<file path="config.mk">
export PLATFORM = sky130hd
export DESIGN_NAME = sine_trace_engine
export DESIGN_NICKNAME = d
export VERILOG_FILES = /design/src/rtl/sine_trace_engine.sv
export SDC_FILE = /design/constraint.sdc
export NUM_CORES = 1
export LEC_CHECK = 0
export CORE_MARGIN = 2
export CORE_UTILIZATION = 60
export CTS_CLUSTER_DIAMETER = 40
export CTS_CLUSTER_SIZE = 8
export DETAILED_ROUTE_END_ITERATION = 7
export GPL_ROUTABILITY_DRIVEN = 0
export PLACE_DENSITY = 0.82
export SLEW_MARGIN = 20
export SYNTH_ARGS = -nofsm -noshare
export SYNTH_HDL_FRONTEND = slang
export SYNTH_SLANG_ARGS = --single-unit
</file>
<file path="constraint.sdc">
create_clock -name clk -period 13.35 [get_ports clk]
set_input_delay 2.67 -clock clk [delete_from_list [all_inputs] [get_ports clk]]
set_output_delay 2.67 -clock clk [all_outputs]
set_load 0.1 [all_outputs]
</file>
<file path="src/rtl/sine_trace_engine.sv">
// Overlays NUM_CH horizontally scrolling sine traces on the VGA pixel stream.
// Two-stage pixel pipeline. Per-channel phase and draw mode update at frame_start.
module sine_trace_engine #(
  parameter int unsigned X_BITS     = 10,
  parameter int unsigned Y_BITS     = 10,
  parameter int unsigned NUM_CH     = 2,
  parameter int unsigned LUT_DEPTH  = 16,
  parameter int unsigned AMP        = 32,
  parameter int unsigned BASE_Y     = 120,
  parameter int unsigned CH_SPACING = 160,
  parameter int unsigned THICK      = 1,
  parameter logic [23:0] CH_COLOR   = 24'b111111_000011_001100_110000,
  parameter logic [5:0]  BG_COLOR   = 6'b000000
) (
  input  logic                  clk,
  input  logic                  rst,
  input  logic [X_BITS-1:0]     x,
  input  logic [Y_BITS-1:0]     y,
  input  logic                  frame_active,
  input  logic                  frame_start,
  input  logic                  scroll_en,
  input  logic [1:0]            mode,
  input  logic [8*NUM_CH-1:0]   ch_speed,
  output logic [1:0]            r,
  output logic [1:0]            g,
  output logic [1:0]            b,
  output logic                  pix_active
);

  localparam int unsigned KW = $clog2(LUT_DEPTH);
  localparam int unsigned P  = KW + 2;
  localparam int unsigned CW = Y_BITS + 2;

  localparam logic [1:0] MODE_TRACE = 2'd0;
  localparam logic [1:0] MODE_FILL  = 2'd1;
  localparam logic [1:0] MODE_DASH  = 2'd2;

  localparam logic signed [CW-1:0] THK = CW'(THICK);

  // Integer Taylor series of AMP*sin(pi*i/(2*LUT_DEPTH)) in Q28, rounded to nearest.
  function automatic int unsigned lut_val(input int unsigned i);
    longint ang;
    longint term;
    longint acc;
    ang  = (longint'(843314857) * longint'(i)) / longint'(2 * LUT_DEPTH);
    term = ang;
    acc  = ang;
    for (int n = 1; n <= 7; n++) begin
      term = (term * ang) >>> 28;
      term = (term * ang) >>> 28;
      term = -(term / longint'(4 * n * n + 2 * n));
      acc  = acc + term;
    end
    return 32'((acc * longint'(AMP) + (longint'(1) <<< 27)) >>> 28);
  endfunction

  if (BASE_Y < AMP + THICK) begin : g_chk_base
    $error("sine_trace_engine: BASE_Y must be >= AMP + THICK");
  end
  if (NUM_CH < 1 || NUM_CH > 4) begin : g_chk_ch
    $error("sine_trace_engine: NUM_CH must be 1..4");
  end
  if (LUT_DEPTH < 4 || (LUT_DEPTH & (LUT_DEPTH - 1)) != 0) begin : g_chk_lut
    $error("sine_trace_engine: LUT_DEPTH must be a power of two >= 4");
  end
  if (AMP < 1 || AMP > 127) begin : g_chk_amp
    $error("sine_trace_engine: AMP must be 1..127");
  end

  logic [7:0] w_lut [LUT_DEPTH];
  for (genvar i = 0; i < LUT_DEPTH; i++) begin : g_lut
    localparam int unsigned LV = lut_val(i);
    assign w_lut[i] = 8'(LV);
  end

  logic [P-1:0]        r_phase [NUM_CH];
  logic [1:0]          r_mode;
  logic [P-1:0]        w_idx   [NUM_CH];
  logic [KW-1:0]       r_s1_k  [NUM_CH];
  logic [1:0]          r_s1_qd [NUM_CH];
  logic [Y_BITS-1:0]   r_s1_y;
  logic                r_s1_x2;
  logic                r_s1_act;
  logic [1:0]          r_s1_mode;
  logic [5:0]          r_rgb;
  logic                r_act;
  logic [NUM_CH-1:0]   w_hit;
  logic [5:0]          w_rgb;
  logic signed [CW-1:0] w_y;
  logic                w_unused_x;

  assign w_unused_x = ^x;
  assign w_y        = CW'(r_s1_y);

  // Phase and mode change only at frame_start; the pixel sampled in that cycle still sees the old values.
  always_ff @(posedge clk) begin
    if (rst) begin
      for (int c = 0; c < NUM_CH; c++) r_phase[c] <= '0;
      r_mode <= '0;
    end else if (frame_start) begin
      r_mode <= mode;
      if (scroll_en) begin
        for (int c = 0; c < NUM_CH; c++)
          r_phase[c] <= r_phase[c] + P'($signed(ch_speed[8*c +: 8]));
      end
    end
  end

  // Stage 1: wave index per channel plus the pixel context it belongs to.
  always_ff @(posedge clk) begin
    if (rst) begin
      for (int c = 0; c < NUM_CH; c++) begin
        r_s1_k[c]  <= '0;
        r_s1_qd[c] <= '0;
      end
      r_s1_y    <= '0;
      r_s1_x2   <= 1'b0;
      r_s1_act  <= 1'b0;
      r_s1_mode <= '0;
    end else begin
      for (int c = 0; c < NUM_CH; c++) begin
        r_s1_k[c]  <= w_idx[c][KW-1:0];
        r_s1_qd[c] <= w_idx[c][P-1:P-2];
      end
      r_s1_y    <= y;
      r_s1_x2   <= x[2];
      r_s1_act  <= frame_active;
      r_s1_mode <= r_mode;
    end
  end

  for (genvar c = 0; c < NUM_CH; c++) begin : g_ch
    localparam logic signed [CW-1:0] BASE = CW'(BASE_Y + c * CH_SPACING);
    logic [KW-1:0]        w_k;
    logic signed [CW-1:0] w_mag;
    logic signed [CW-1:0] w_s;
    logic signed [CW-1:0] w_curve;
    logic signed [CW-1:0] w_diff;
    logic signed [CW-1:0] w_lo;
    logic signed [CW-1:0] w_hi;
    logic                 w_near;
    logic                 w_fill;

    assign w_idx[c] = P'(x) + r_phase[c];
    // Odd quadrants mirror the quarter wave: ~k == LUT_DEPTH-1-k for a power-of-two depth.
    assign w_k     = r_s1_qd[c][0] ? ~r_s1_k[c] : r_s1_k[c];
    assign w_mag   = CW'(w_lut[w_k]);
    assign w_s     = r_s1_qd[c][1] ? -w_mag : w_mag;
    assign w_curve = BASE - w_s;
    assign w_diff  = w_y - w_curve;
    assign w_near  = (w_diff >= -THK) && (w_diff <= THK);
    assign w_lo    = (w_curve < BASE) ? w_curve : BASE;
    assign w_hi    = (w_curve < BASE) ? BASE : w_curve;
    assign w_fill  = (w_y >= w_lo) && (w_y <= w_hi);
    assign w_hit[c] = (r_s1_mode == MODE_TRACE) ? w_near :
                      (r_s1_mode == MODE_FILL)  ? w_fill :
                      (r_s1_mode == MODE_DASH)  ? (w_near & ~r_s1_x2) : 1'b0;
  end

  // Lowest-index hitting channel wins.
  always_comb begin
    w_rgb = BG_COLOR;
    for (int c = NUM_CH - 1; c >= 0; c--) begin
      if (w_hit[c]) w_rgb = CH_COLOR[6*c +: 6];
    end
    if (!r_s1_act) w_rgb = '0;
  end

  always_ff @(posedge clk) begin
    if (rst) begin
      r_rgb <= '0;
      r_act <= 1'b0;
    end else begin
      r_rgb <= w_rgb;
      r_act <= r_s1_act;
    end
  end

  assign r          = r_rgb[5:4];
  assign g          = r_rgb[3:2];
  assign b          = r_rgb[1:0];
  assign pix_active = r_act;

endmodule

</file>
After elaboration in Yosys (flattened, before gate mapping)
Memories as Yosys holds them, arrays and structs flattened.
Cells that the tools add are included.
{"block": "op_classes", "add_sub_neg": 10, "magnitude_cmp": 12, "n_eq_ne": 2, "n_mux": 33, "n_bitwise": 14, "n_reduce_logical": 7}
{"operator": "$mux 12", "n": 6}
{"operator": "$mux 8", "n": 4}
{"operator": "$add 6x6->6", "n": 4}
{"operator": "$ge 11x12->1", "n": 2}
{"operator": "$ge 12x1->1 const B", "n": 2}
{"operator": "$le 11x12->1", "n": 2}
{"operator": "$le 12x2->1 const B", "n": 2}
{"operator": "$neg 8->12", "n": 2}
{"operator": "$sub 11x12->12", "n": 2}
{"operator": "$mux 4", "n": 5}
{"operator": "$mux 6", "n": 3}
{"operator": "$mux 1", "n": 13}
{"operator": "$lt 12x10->1 const B", "n": 1}
{"operator": "$lt 12x8->1 const B", "n": 1}
{"operator": "$sub 10x12->12 const A", "n": 1}
{"operator": "$sub 8x12->12 const A", "n": 1}
{"operator": "$ge 5x5->1 const B", "n": 2}
{"operator": "$not 4->5", "n": 2}
{"operator": "$not 4->4", "n": 2}
{"operator": "$or 1x1->1", "n": 6}
{"operator": "$logic_and 1x1->1", "n": 4}
{"operator": "$mux 2", "n": 2}
{"operator": "$reduce_or 3->1", "n": 1}
{"operator": "$and 1x1->1", "n": 2}
{"operator": "5 further kinds", "n": 6}
{"block": "totals", "regBits": 23, "mem_bits_rw": 24, "rom_bits": 256, "input_bits": 43, "out_inout_bits": 7, "word_cells": 91, "n_memories": 5}
{"name": "(no name shown)", "depth": 16, "width": 8, "rd": 1, "rd_ports_with_merged_regs": 0, "wr": 0, "line": "147", "text": "assign w_mag = CW'(w_lut[w_k]);"}
{"name": "(no name shown)", "depth": 16, "width": 8, "rd": 1, "rd_ports_with_merged_regs": 0, "wr": 0, "line": "147"}
{"name": "r_phase", "depth": 2, "width": 6, "rd": 2, "rd_ports_with_merged_regs": 0, "wr": 2, "line": "76", "text": "logic [P-1:0] r_phase [NUM_CH];"}
{"name": "r_s1_k", "depth": 2, "width": 4, "rd": 2, "rd_ports_with_merged_regs": 0, "wr": 2, "line": "79", "text": "logic [KW-1:0] r_s1_k [NUM_CH];"}
{"name": "r_s1_qd", "depth": 2, "width": 2, "rd": 2, "rd_ports_with_merged_regs": 0, "wr": 2, "line": "80", "text": "logic [1:0] r_s1_qd [NUM_CH];"}

Depth between registers and ports, before layout
An unclocked memory read counts as a cell.
{"block": "logic_depth", "word_depth": 19, "ltp_mapped": 32, "ltp_nobuf": 29}

Worst setup path before layout
Ideal clock, no wire load.
{"block": "synth_timing", "path_kind": "flip-flop to flip-flop", "startpoint": "memory r_s1_qd[1][0], in the netlist r_s1_qd[0][2]", "endpoint": "register r_rgb[2]", "setup_ns": 0.066, "arrival_time_ns": 6.078, "required_time_ns": 13.284, "path_slack_ns": 7.206, "stages_incl_launch_ff": 31, "n_path_buf": 3, "period_less_slack_ns": 6.144, "path_cell_list": "dfxtp_1 -> buf_4 -> buf_4 -> xor2_1 -> ha_1 -> or4b_1 -> o31a_1 -> and2_1 -> ha_1 -> nand2b_1 -> xnor2_1 -> nand3_1 -> and4b_1 -> nor3_2 -> o211a_1 -> maj3_1 -> nand2_1 -> ha_1 -> clkbuf_1 -> nand2_1 -> ha_1 -> nor2b_1 -> o21a_1 -> o21a_1 -> o21ai_0 -> a211oi_1 -> a2111oi_0 -> a2bb2oi_1 -> a21oi_1 -> o41a_1 -> a21oi_2"}
{"item": "from (decl)", "line": "80"}
{"item": "to (signal assigned)", "line": "174", "text": "r_rgb <= w_rgb;"}
{"item": "to (decl)", "line": "85", "text": "logic [5:0] r_rgb;"}

==> impl_metrics.csv <==
group,metric,value,unit
floorplanning,die_h,102,um
clock_tree,cts_tree,"yes",
routing,wirelength,12.7,mm
placement,dpl.hpwl,10.4,mm
power_and_ir_drop,power,1.13,mW
floorplanning,die_area,0.0105,mm^2
synthesis,avgSynthCellArea,8.34,um^2
setup_path,crit_arrival,7540,ps
synthesis,synth_edf_count,12,
placement,dp_cells,838,
setup_path,worstSetupPathType,"register to register",
global_routing,grt_max_degree,32,
timing,post-route-period-util,54.6,%
cells_and_area,area_delta_synth_final,8.92,%
timing,hold_slack,473,ps
clock_tree,clkTransAtPathRegs,100,ps
floorplanning,num_rows,35,
placement,post-place-ws,6160,ps
floorplanning,start_util,62.2,%
timing,setup_viol,0,
timing,worst_pin_slew,981,ps
synthesis,synth_cells,696,
global_routing,grt_pass1_vias,4922,
timing,maxSlewViolCount,0,
setup_path,start_kind,"register",
global_routing,grt_pass1_wl,21.8,mm
clock_tree,cts_setup_buffers,0,
cells_and_area,drive_gt1_share,5.58,%
timing,fin_setup_tns,0,ps
run_status,status,"complete, no violations",
clock_tree,hold_buffers,0,
cells_and_area,final_common_cell,"ha_1",
worst_hold_path,hold_class,"register to register",
routing,highest_layer,"met4",
cells_and_area,fin_nets,865,
synthesis,yosysWarnings,0,
timing,max_freq,137,MHz
timing,hold_viol,0,
global_routing,grt_antenna_before_repair,0,
cells_and_area,antenna_cells,0,
flow_run,cap_viol_max_count,0,
routing,via_count,4985,
timing,layout_min_cycle_time,7290,ps
timing,setup_slack,6060,ps
floorplanning,die_w,102,um
setup_path,path_max_fanout,22,
timing,rsz0062_at_grt,"false",
setup_path,cp.required,13600,ps
synthesis,yosysSeqAreaShare,16.9,%
clock_tree,cts_made_buffers,5,
timing,skew,13.3,ps
setup_path,crit_start,"r_s1_qd[0][2]$_SDFF_PP0_",
timing,max_slew_margin,34.4,%
clock_tree,cts_resized,0,
worst_hold_path,hold_depth,1,
routing,drt_iter0_markers,191,
synthesis,async_reset_ff_share,0,%
clock_tree,cts.sinks,43,
power_and_ir_drop,power.leakage,2.83,nW
routing,met3WireLength,496,um
cells_and_area,fin_util,67.8,%
synthesis,synthFlopType,"dfxtp_1",
routing,detail-route-antenna-nets,0,
worst_hold_path,holdCritStartpoint,"r_mode[1]$_SDFFE_PP0P_",
routing,wl_per_cell,15.0,um
global_routing,grtUsageTotal,25.6,%
synthesis,synth_seq_cells,43,
clock_tree,root_buffer,"clkbuf_8",
routing,wl_met2,6.51,mm
setup_path,worstSetupEndpointType,"register",
setup_path,ff2ff_path_depth,27,
routing,vias_per_cell,5.89,
power_and_ir_drop,p_per_area,179,mW/mm^2
clock_tree,cts_buffer_depth,2,
floorplanning,ios,50,
routing,dr.pass1.iters,4,
floorplanning,core-area,0.00933,mm^2
synthesis,ys_types,83,
cells_and_area,fin_cells,846,
placement,dpl_cell_area,0.00621,mm^2
cells_and_area,layout_common_cells,"ha_1, nor2_1, nand2_1",
power_and_ir_drop,peakVddDrop,0.0000720,V
placement,numPortBuffers,39,
clock_tree,h-tree-depth,2,
synthesis,synth_area,0.00580,mm^2
clock_tree,insertion_delay,300,ps
routing,m1WireLength,5.45,mm
cells_and_area,final_area,0.00632,mm^2
global_routing,grt-ovfl-total,0,
routing,drc,0,
setup_path,r2r-start,"r_s1_qd[0][2]$_SDFF_PP0_",
sequential cells by signal, indices dropped and copies added, names as in the netlist:
name and flops:
r_rgb 2, r_mode 2, r_s1_mode 2, r_phase 12
r_s1_y 10, r_s1_k 8, r_s1_qd 4, r_s1_x2 1
r_s1_act 1, pix_active 1
synth_stat cells (all sizes together) (3+ instances only):
library cell | count | share of area [%]
or2 | 9 | 0.97
mux2i | 11 | 1.9
o211a | 3 | 0.52
nand3b | 3 | 0.39
nand4 | 7 | 0.75
nor2 | 58 | 3.8
a21o | 21 | 2.7
nand2b | 22 | 2.4
and2 | 20 | 2.2
o221ai | 4 | 0.93
o32ai | 3 | 0.45
xor2 | 24 | 3.6
ha | 100 | 22
nor2b | 34 | 3.7
a2111oi | 3 | 0.45
nand2 | 43 | 2.8
a31oi | 5 | 0.54
inv | 42 | 2.7
nor3 | 11 | 1.0
xnor2 | 38 | 5.9
dfxtp | 31 | 11
clkbuf | 11 | 0.71
o21ai | 32 | 2.8
or4 | 3 | 0.39
o21a | 3 | 0.39
o31ai | 4 | 0.52
o21bai | 4 | 0.52
nand3 | 12 | 1.0
mux2 | 7 | 1.4
or3 | 4 | 0.43
edfxtp | 12 | 6.2
a211oi | 4 | 0.69
fa | 6 | 2.1
a21oi | 35 | 3.1
a2bb2oi | 3 | 0.45
buf | 17 | 2.0
critical path, stage by stage (launching register included):
cell and delay (ps):
dfxtp_1 810, xor2_1 280, ha_1 350, or4b_1 540
o31a_1 160, and2_1 190, ha_1 250, nand2b_1 170
xnor2_1 340, nand3_1 220, and4b_1 240, nor3_2 290
o211a_1 210, maj3_1 200, nand2_1 70, ha_1 650
nand2_1 120, ha_1 310, nor2b_1 130, o21a_1 170
o21a_1 170, o21ai_0 150, a211oi_1 100, a2111oi_0 340
a2bb2oi_1 190, a21oi_1 60, o41a_1 410, a21oi_2 130
area by class of cell:
| type | count | area, um^2 |
|---|---|---|
| multi-input cells | 584 | 4510 |
| fillers | 786 | 3010 |
| flip-flops and latches | 43 | 981 |
| repair buffers | 40 | 398 |
| well taps | 129 | 161 |
| inverters | 42 | 158 |
| clock buffers | 5 | 68.8 |
| clock inverters | 3 | 42.5 |
routing by layer:
metal  up-vias  global-route usage, %
met1      2353                   31.0
li1       2507                      -
met3        22                   3.15
met4         0                   8.21
met5         -                      0
met2       103                   47.0
worst paths after layout:
check | endpoint | slack (ps)
min reg2reg | r_s1_mode[1]$_SDFF_PP0_ | 470
max | r_rgb[2]$_SDFF_PP0_ | 6060
max reg2reg | r_rgb[2]$_SDFF_PP0_ | 6060
min | r_s1_mode[1]$_SDFF_PP0_ | 470
report_power, final:
group / switching (mW) / internal, mW
sequential: 0.0252 / 0.145
clock: 0.0511 / 0.0559
combinational: 0.468 / 0.387
total: 0.544 / 0.587
logic make-up (layout without fill, tap and decap cells):
| kind of cell | Yosys count | after routing | share of synthesized area, % |
|---|---|---|---|
| compound gates | 153 | 153 | 18.5 |
| xor+xnor | 62 | 62 | 9.48 |
| fa+ha+maj | 107 | 107 | 23.8 |
| buf+inv | 70 | 90 | 5.41 |
| flops | 43 | 43 | 16.9 |
| mux | 19 | 19 | 3.71 |
| other cells | 1 | 2 | 0.0646 |
| simple gates | 241 | 241 | 22.1 |
Power figures use the tool's default switching activity.
==> RTL change 1, RTL diff (same flow settings) <==
Reset style: asynchronous (`rst`), changed in 3 clocked blocks.
--- a/src/rtl/sine_trace_engine.sv
+++ b/src/rtl/sine_trace_engine.sv
@@ -93,7 +93,7 @@
   assign w_y        = CW'(r_s1_y);
 
   // Phase and mode change only at frame_start; the pixel sampled in that cycle still sees the old values.
-  always_ff @(posedge clk) begin
+  always_ff @(posedge clk or posedge rst) begin
     if (rst) begin
       for (int c = 0; c < NUM_CH; c++) r_phase[c] <= '0;
       r_mode <= '0;
@@ -107,7 +107,7 @@
   end
 
   // Stage 1: wave index per channel plus the pixel context it belongs to.
-  always_ff @(posedge clk) begin
+  always_ff @(posedge clk or posedge rst) begin
     if (rst) begin
       for (int c = 0; c < NUM_CH; c++) begin
         r_s1_k[c]  <= '0;
@@ -166,7 +166,7 @@
     if (!r_s1_act) w_rgb = '0;
   end
 
-  always_ff @(posedge clk) begin
+  always_ff @(posedge clk or posedge rst) begin
     if (rst) begin
       r_rgb <= '0;
       r_act <= 1'b0;
Function: differs if rst is asserted again (counterexample within 4 cycles, from zero or initial values and one cycle with rst high); with rst held inactive, the same outputs for 4 cycles.
==> RTL change 1 against the original RTL <==
  * Core utilization increased by 0.054 points
  * Fmax increased by 8.0%
  * Worst setup slack improved by 0.54 ns
  * Sequential cell count unchanged
  * Largest cell class unchanged
  * Area after synthesis about the same
  * Final area about the same
  * Critical endpoint is now r_rgb[3]
  * Routed wire length increased by 2.6%
Power is not shown: default switching activity piles up to over one toggle a cycle in this logic, so the estimate is an artifact.
==> RTL change 1: results (changes against the original RTL) <==
* Place WS: 6.66 ns (was 6.16 ns)
* Run status: finished clean (unchanged)
- The post-synthesis cell type count came to 80 (was 83).
- The minimum clock period after layout came to 6.75 ns (was 7.29 ns).
- Cell types with the highest counts after synthesis: sky130_fd_sc_hd__ha_1, sky130_fd_sc_hd__inv_1, sky130_fd_sc_hd__dfrtp_1 (was sky130_fd_sc_hd__ha_1, sky130_fd_sc_hd__nor2_1, sky130_fd_sc_hd__nand2_1).
- The global-route usage over all layers was 26.2% (was 25.6%).
- Hold path startpoint: r_mode[1] (unchanged)
- Detailed-route vias per instance: 5.99 (was 5.89)
- The setup clock skew after layout was 0.00869 ns (was 0.0133 ns).
- Total wirelength of the detailed-routed design: 13.1 mm (was 12.7 mm)
- The critical-path maximum fanout is 16 (was 22).
* Pin slew with the least headroom to its limit: 0.977 ns (was 0.981 ns)
- FF-to-FF path depth: 27 (unchanged)
- Async set-reset flop share out of synthesis: 100% (was 0%)
- The largest net degree at the start of global routing is 44 (was 32).
- The critical path's slowest cell is sky130_fd_sc_hd__dfrtp_1 (was sky130_fd_sc_hd__dfxtp_1).
* Fin nets: 849 (was 865)
* Layout cell share with drive strength beyond 1: 4.84% (was 5.58%)
- CP arrival: 6.96 ns (was 7.54 ns)
* Longest individual stage delay on the worst path: 0.65 ns (was 0.81 ns)
- Via count of the first global-routing pass: 4970 (was 4922)
- Dominant cells by area after synthesis: sky130_fd_sc_hd__ha_1, sky130_fd_sc_hd__dfrtp_1, sky130_fd_sc_hd__xnor2_1, sky130_fd_sc_hd__xor2_1, sky130_fd_sc_hd__inv_1 (was sky130_fd_sc_hd__ha_1, sky130_fd_sc_hd__dfxtp_1, sky130_fd_sc_hd__edfxtp_1, sky130_fd_sc_hd__xnor2_1, sky130_fd_sc_hd__nor2_1).
- Worst reg2reg startpoint: r_s1_qd[0] (was r_s1_qd[0][2])
- HPWL after detailed placement: 10.8 mm (was 10.4 mm)
- The dominant register cell in the synthesized netlist is sky130_fd_sc_hd__dfrtp_1 (was sky130_fd_sc_hd__dfxtp_1).
* Wire length of the first global-routing pass: 22.2 mm (was 21.8 mm)
* Initial antenna violation count: 0 (unchanged)
* Flop2flop setup slack: 6.60 ns (was 6.06 ns)
- First-pass iteration count of the detailed router: 5 (was 4)
==> RTL change 1: kinds of logic (layout without fill, tap and decap cells) <==
logic type / Yosys count / in the layout / share of synthesized area, %
xor+xnor: 61 / 61 / 9.21
fa+ha+maj: 105 / 105 / 23.4
flops: 43 / 43 / 18.6
simple gates: 205 / 205 / 19.1
buf+inv: 77 / 101 / 5.74
mux: 16 / 16 / 3.54
compound gates: 166 / 166 / 20.3
other cells: 2 / 5 / 0.129
==> RTL change 1: cell type report <==
class,instances,area [sq um]
inverters,54,203
clock inverters,3,26.3
multi-input cells,558,4400
well taps,129,161
fillers,786,3000
flip-flops and latches,43,1080
clock buffers,5,68.8
repair buffers,39,390
==> RTL change 1: worst paths after layout <==
path                           endpoint
setup / recovery               r_rgb[3]
max in group asynchronous      r_rgb[3]
min in group asynchronous   r_phase[11]
setup reg to reg               r_rgb[3]
hold reg to reg            r_s1_mode[1]
hold / removal             r_s1_mode[1]
==> RTL change 1: per-layer routing <==
metal | vias up | GRT usage (%) | wire [um]
li1 | 2471 | - | -
met1 | 2354 | 32.7 | 5720
met2 | 126 | 46.6 | 6470
met3 | 23 | 4.72 | 591
met4 | 0 | 6.97 | 272
met5 | - | 0 | 0
==> RTL change 1: through the flow <==
stage | cells | area [sq um] | hold WS (ns) | utilization (%)
2_1_floorplan | 678 | 5810 | 0.350 | -
3_3_place_gp | 823 | 6230 | 0.363 | 66.8
3_5_place_dp | 823 | 6230 | 0.367 | 66.8
4_1_cts | 831 | 6330 | 0.388 | 67.8
5_1_grt | 831 | 6330 | 0.406 | 67.8
6_report | 831 | 6330 | 0.383 | 67.8
==> RTL change 2, RTL diff (config.mk and constraints unchanged) <==
Made on the original files. Change the parameter `Y_BITS` from 10 to 5.
--- a/src/rtl/sine_trace_engine.sv
+++ b/src/rtl/sine_trace_engine.sv
@@ -2,7 +2,7 @@
 // Two-stage pixel pipeline. Per-channel phase and draw mode update at frame_start.
 module sine_trace_engine #(
   parameter int unsigned X_BITS     = 10,
-  parameter int unsigned Y_BITS     = 10,
+  parameter int unsigned Y_BITS     = 5,
   parameter int unsigned NUM_CH     = 2,
   parameter int unsigned LUT_DEPTH  = 16,
   parameter int unsigned AMP        = 32,
Interface: changed (resized y); port bits go from 50 to 45. The function was not compared with the original's and may differ.
==> RTL change 2 against the original RTL <==
  * Final area down 17%
  * Worst setup slack better by 0.62 ns
  * Sequential cell count down 5
  * Area after synthesis down 18%
  * Total power down 13%
  * Clock skew down 0.0066 ns
  * Routed wire length down 22%
  * Critical path type unchanged
==> RTL change 2: results (changes against the original RTL) <==
- The detailed-route wire length is 9.94 mm (was 12.7 mm).
- The fraction of final layout cells sized beyond drive strength 1 is 3.61% (was 5.58%).
- Number of post-CTS setup repair buffers: 0 (unchanged)
* Hold crit path type: flop to flop (unchanged)
- Final setup skew: 0.00667 ns (was 0.0133 ns)
* H-Tree Level Count: 2 (unchanged)
* Xor/xnor share of the synthesized area: 9.15% (was 9.48%)
- Dominant cells by area after synthesis: sky130_fd_sc_hd__ha_1, sky130_fd_sc_hd__dfxtp_1, sky130_fd_sc_hd__edfxtp_1, sky130_fd_sc_hd__xnor2_1, sky130_fd_sc_hd__nor2_1 (unchanged)
- CP arrival: 6.91 ns (was 7.54 ns)
- Async set-reset flop share out of synthesis: 0% (unchanged)
- The clock input transition at the sequential cells of the worst setup and hold paths was 0.08 ns (was 0.10 ns).
- Initial antenna violation count: 0 (unchanged)
- Share of synthesized area occupied by flip-flops and latches: 18.4% (was 16.9%)
- Total clock buffers created by CTS: 5 (unchanged)
* Maximum number of pins on one net before global-route repair: 31 (was 32)
* Filler instances: 620 (was 786)
- The post-synthesis cell type count was 73 (was 83).
- Place WS: 6.71 ns (was 6.16 ns)
* Longest individual stage delay on the worst path: 0.74 ns (was 0.81 ns)
- The mux share of post-synthesis cell area was 2.35% (was 3.71%).
- ANT cells: 0 (unchanged)
- Clock Path Buffers: 2 (unchanged)
- Root Buffer Master: sky130_fd_sc_hd__clkbuf_8 (unchanged)
* Worst-Skew Late Latency: 0.29 ns
* Warnings, synthesis: 0 (unchanged)
* EDFF count, synth: 12 (unchanged)
- Maximum net fanout on the critical path: 19 (was 22)
* Cell count after synthesis: 588 (was 696)
- Most used flip-flop cell after synthesis: sky130_fd_sc_hd__dfxtp_1 (unchanged)
- The first-pass detailed-route iteration total came to 4 (unchanged).
- Synth Area in Adders: 20.8% (was 23.8%)
- The via count of the first global-routing pass was 3968 (was 4922).
* Family of cells with the greatest summed delay on the critical path: compound AO/OA/AOI/OAI gates (unchanged)
* Crit-path slowest cell: sky130_fd_sc_hd__dfxtp_1 (unchanged)
- Biggest regs: r_phase (12), r_s1_k (8), r_s1_y (5) (was r_phase (12), r_s1_y (10), r_s1_k (8)).
* Detailed-route vias per instance: 5.77 (was 5.89)
* CTS-repair resized insts: 0 (unchanged)
- Cell types with the highest counts after synthesis: sky130_fd_sc_hd__ha_1, sky130_fd_sc_hd__nor2_1, sky130_fd_sc_hd__inv_1 (was sky130_fd_sc_hd__ha_1, sky130_fd_sc_hd__nor2_1, sky130_fd_sc_hd__nand2_1)
- Leak: 0.00236 uW (was 0.00283 uW)
* Run status: finished clean (unchanged)
- DRC marker count from the first detailed-route iteration: 119 (was 191)
* Port Buf Inserts: 34 (was 39)
- Pin slew with the least headroom to its limit: 0.965 ns (was 0.981 ns)
* HPWL after detailed placement: 8.00 mm (was 10.4 mm)
- Total global routing track utilization: 24.1% (was 25.6%)
- Fraction of the mapped netlist area in compound gates: 20.4% (was 18.5%)
- The first-pass GRT wire length was 17.5 mm (was 21.8 mm).
- Maximum vdd ir drop: 92.0 uV (was 72.0 uV)
* Fin nets: 722 (was 865)
## RTL change 2: cell types whose count changed after synthesis, moves of 5 or more
cell / delta
sky130_fd_sc_hd__nor2b_1: -8
sky130_fd_sc_hd__nor2_1: -5
sky130_fd_sc_hd__ha_1: -30
sky130_fd_sc_hd__o21a_1: +6
sky130_fd_sc_hd__xnor2_1: -6
sky130_fd_sc_hd__and2_1: -12
sky130_fd_sc_hd__o21ai_1: -5
sky130_fd_sc_hd__a21oi_1: -8
sky130_fd_sc_hd__xor2_1: -5
sky130_fd_sc_hd__nand2_1: -8
sky130_fd_sc_hd__o21ai_0: -9
sky130_fd_sc_hd__dfxtp_1: -5
sky130_fd_sc_hd__inv_1: +11
## RTL change 2: cell type report
class / instances / area, sq um / share of cell area, %
well taps: 102 / 128 / 2.44
repair buffers: 36 / 355 / 6.79
flip-flops and latches: 38 / 881 / 16.8
inverters: 51 / 191 / 3.66
multi-input cells: 476 / 3590 / 68.7
clock inverters: 3 / 16.3 / 0.311
clock buffers: 5 / 68.8 / 1.32
## RTL change 2: worst paths after layout
| path | startpoint | end | slack (ns) | cells past startpoint |
|---|---|---|---|---|
| hold / removal | r_s1_act | r_rgb[2] | 0.48 | 2 |
| hold reg to reg | r_s1_act | r_rgb[2] | 0.48 | 2 |
| setup reg to reg | r_s1_qd[0][0] | r_rgb[4] | 6.68 | 28 |
| setup / recovery | r_s1_qd[0][0] | r_rgb[4] | 6.68 | 28 |
## RTL change 2: logic make-up after synthesis
logic type,count (synthesis)
AND/OR/NAND/NOR,201
other,1
multiplexers,11
flip-flops,38
buffers and inverters,75
AO/OA/AOI/OAI,136
XOR/XNOR,50
adder cells (fa/ha/maj),76
## RTL change 2: worst register-to-register path: cells and delay by family (launching register included)
family | cells | cell delay, ns
AOI/OAI and AO/OA | 9 | 1.87
xor gates and xnor gates | 1 | 0.42
adders and majority gates | 5 | 1.48
buffers and inverters | 2 | 0.47
DFF | 1 | 0.74
muxes | 1 | 0.27
and+or+nand+nor | 10 | 1.37
## RTL change 2: stage by stage
stage,total power [uW],cells,hold WS (ns),instance area (sq um)
2_1_floorplan,759,589,0.437,4790
3_3_place_gp,862,703,0.472,5150
3_5_place_dp,900,703,0.476,5150
4_1_cts,982,711,0.485,5230
5_1_grt,1100,711,0.500,5230
6_report,982,711,0.481,5230
## RTL change 2: layer usage
layer / up-vias / routed length, um / track usage [%]
li1: 2109 / - / -
met1: 1890 / 4680 / 32.4
met2: 90 / 4780 / 41.4
met3: 14 / 351 / 3.06
met4: 0 / 126 / 5.39
met5: - / 0 / 0
## RTL change 2: report_power, final
group | internal, uW | leakage, uW | switching, uW
Combinational | 335 | 0.00198 | 419
Sequential | 130 | 0.000344 | 20.6
Clock | 35.8 | 0.0000416 | 42.0
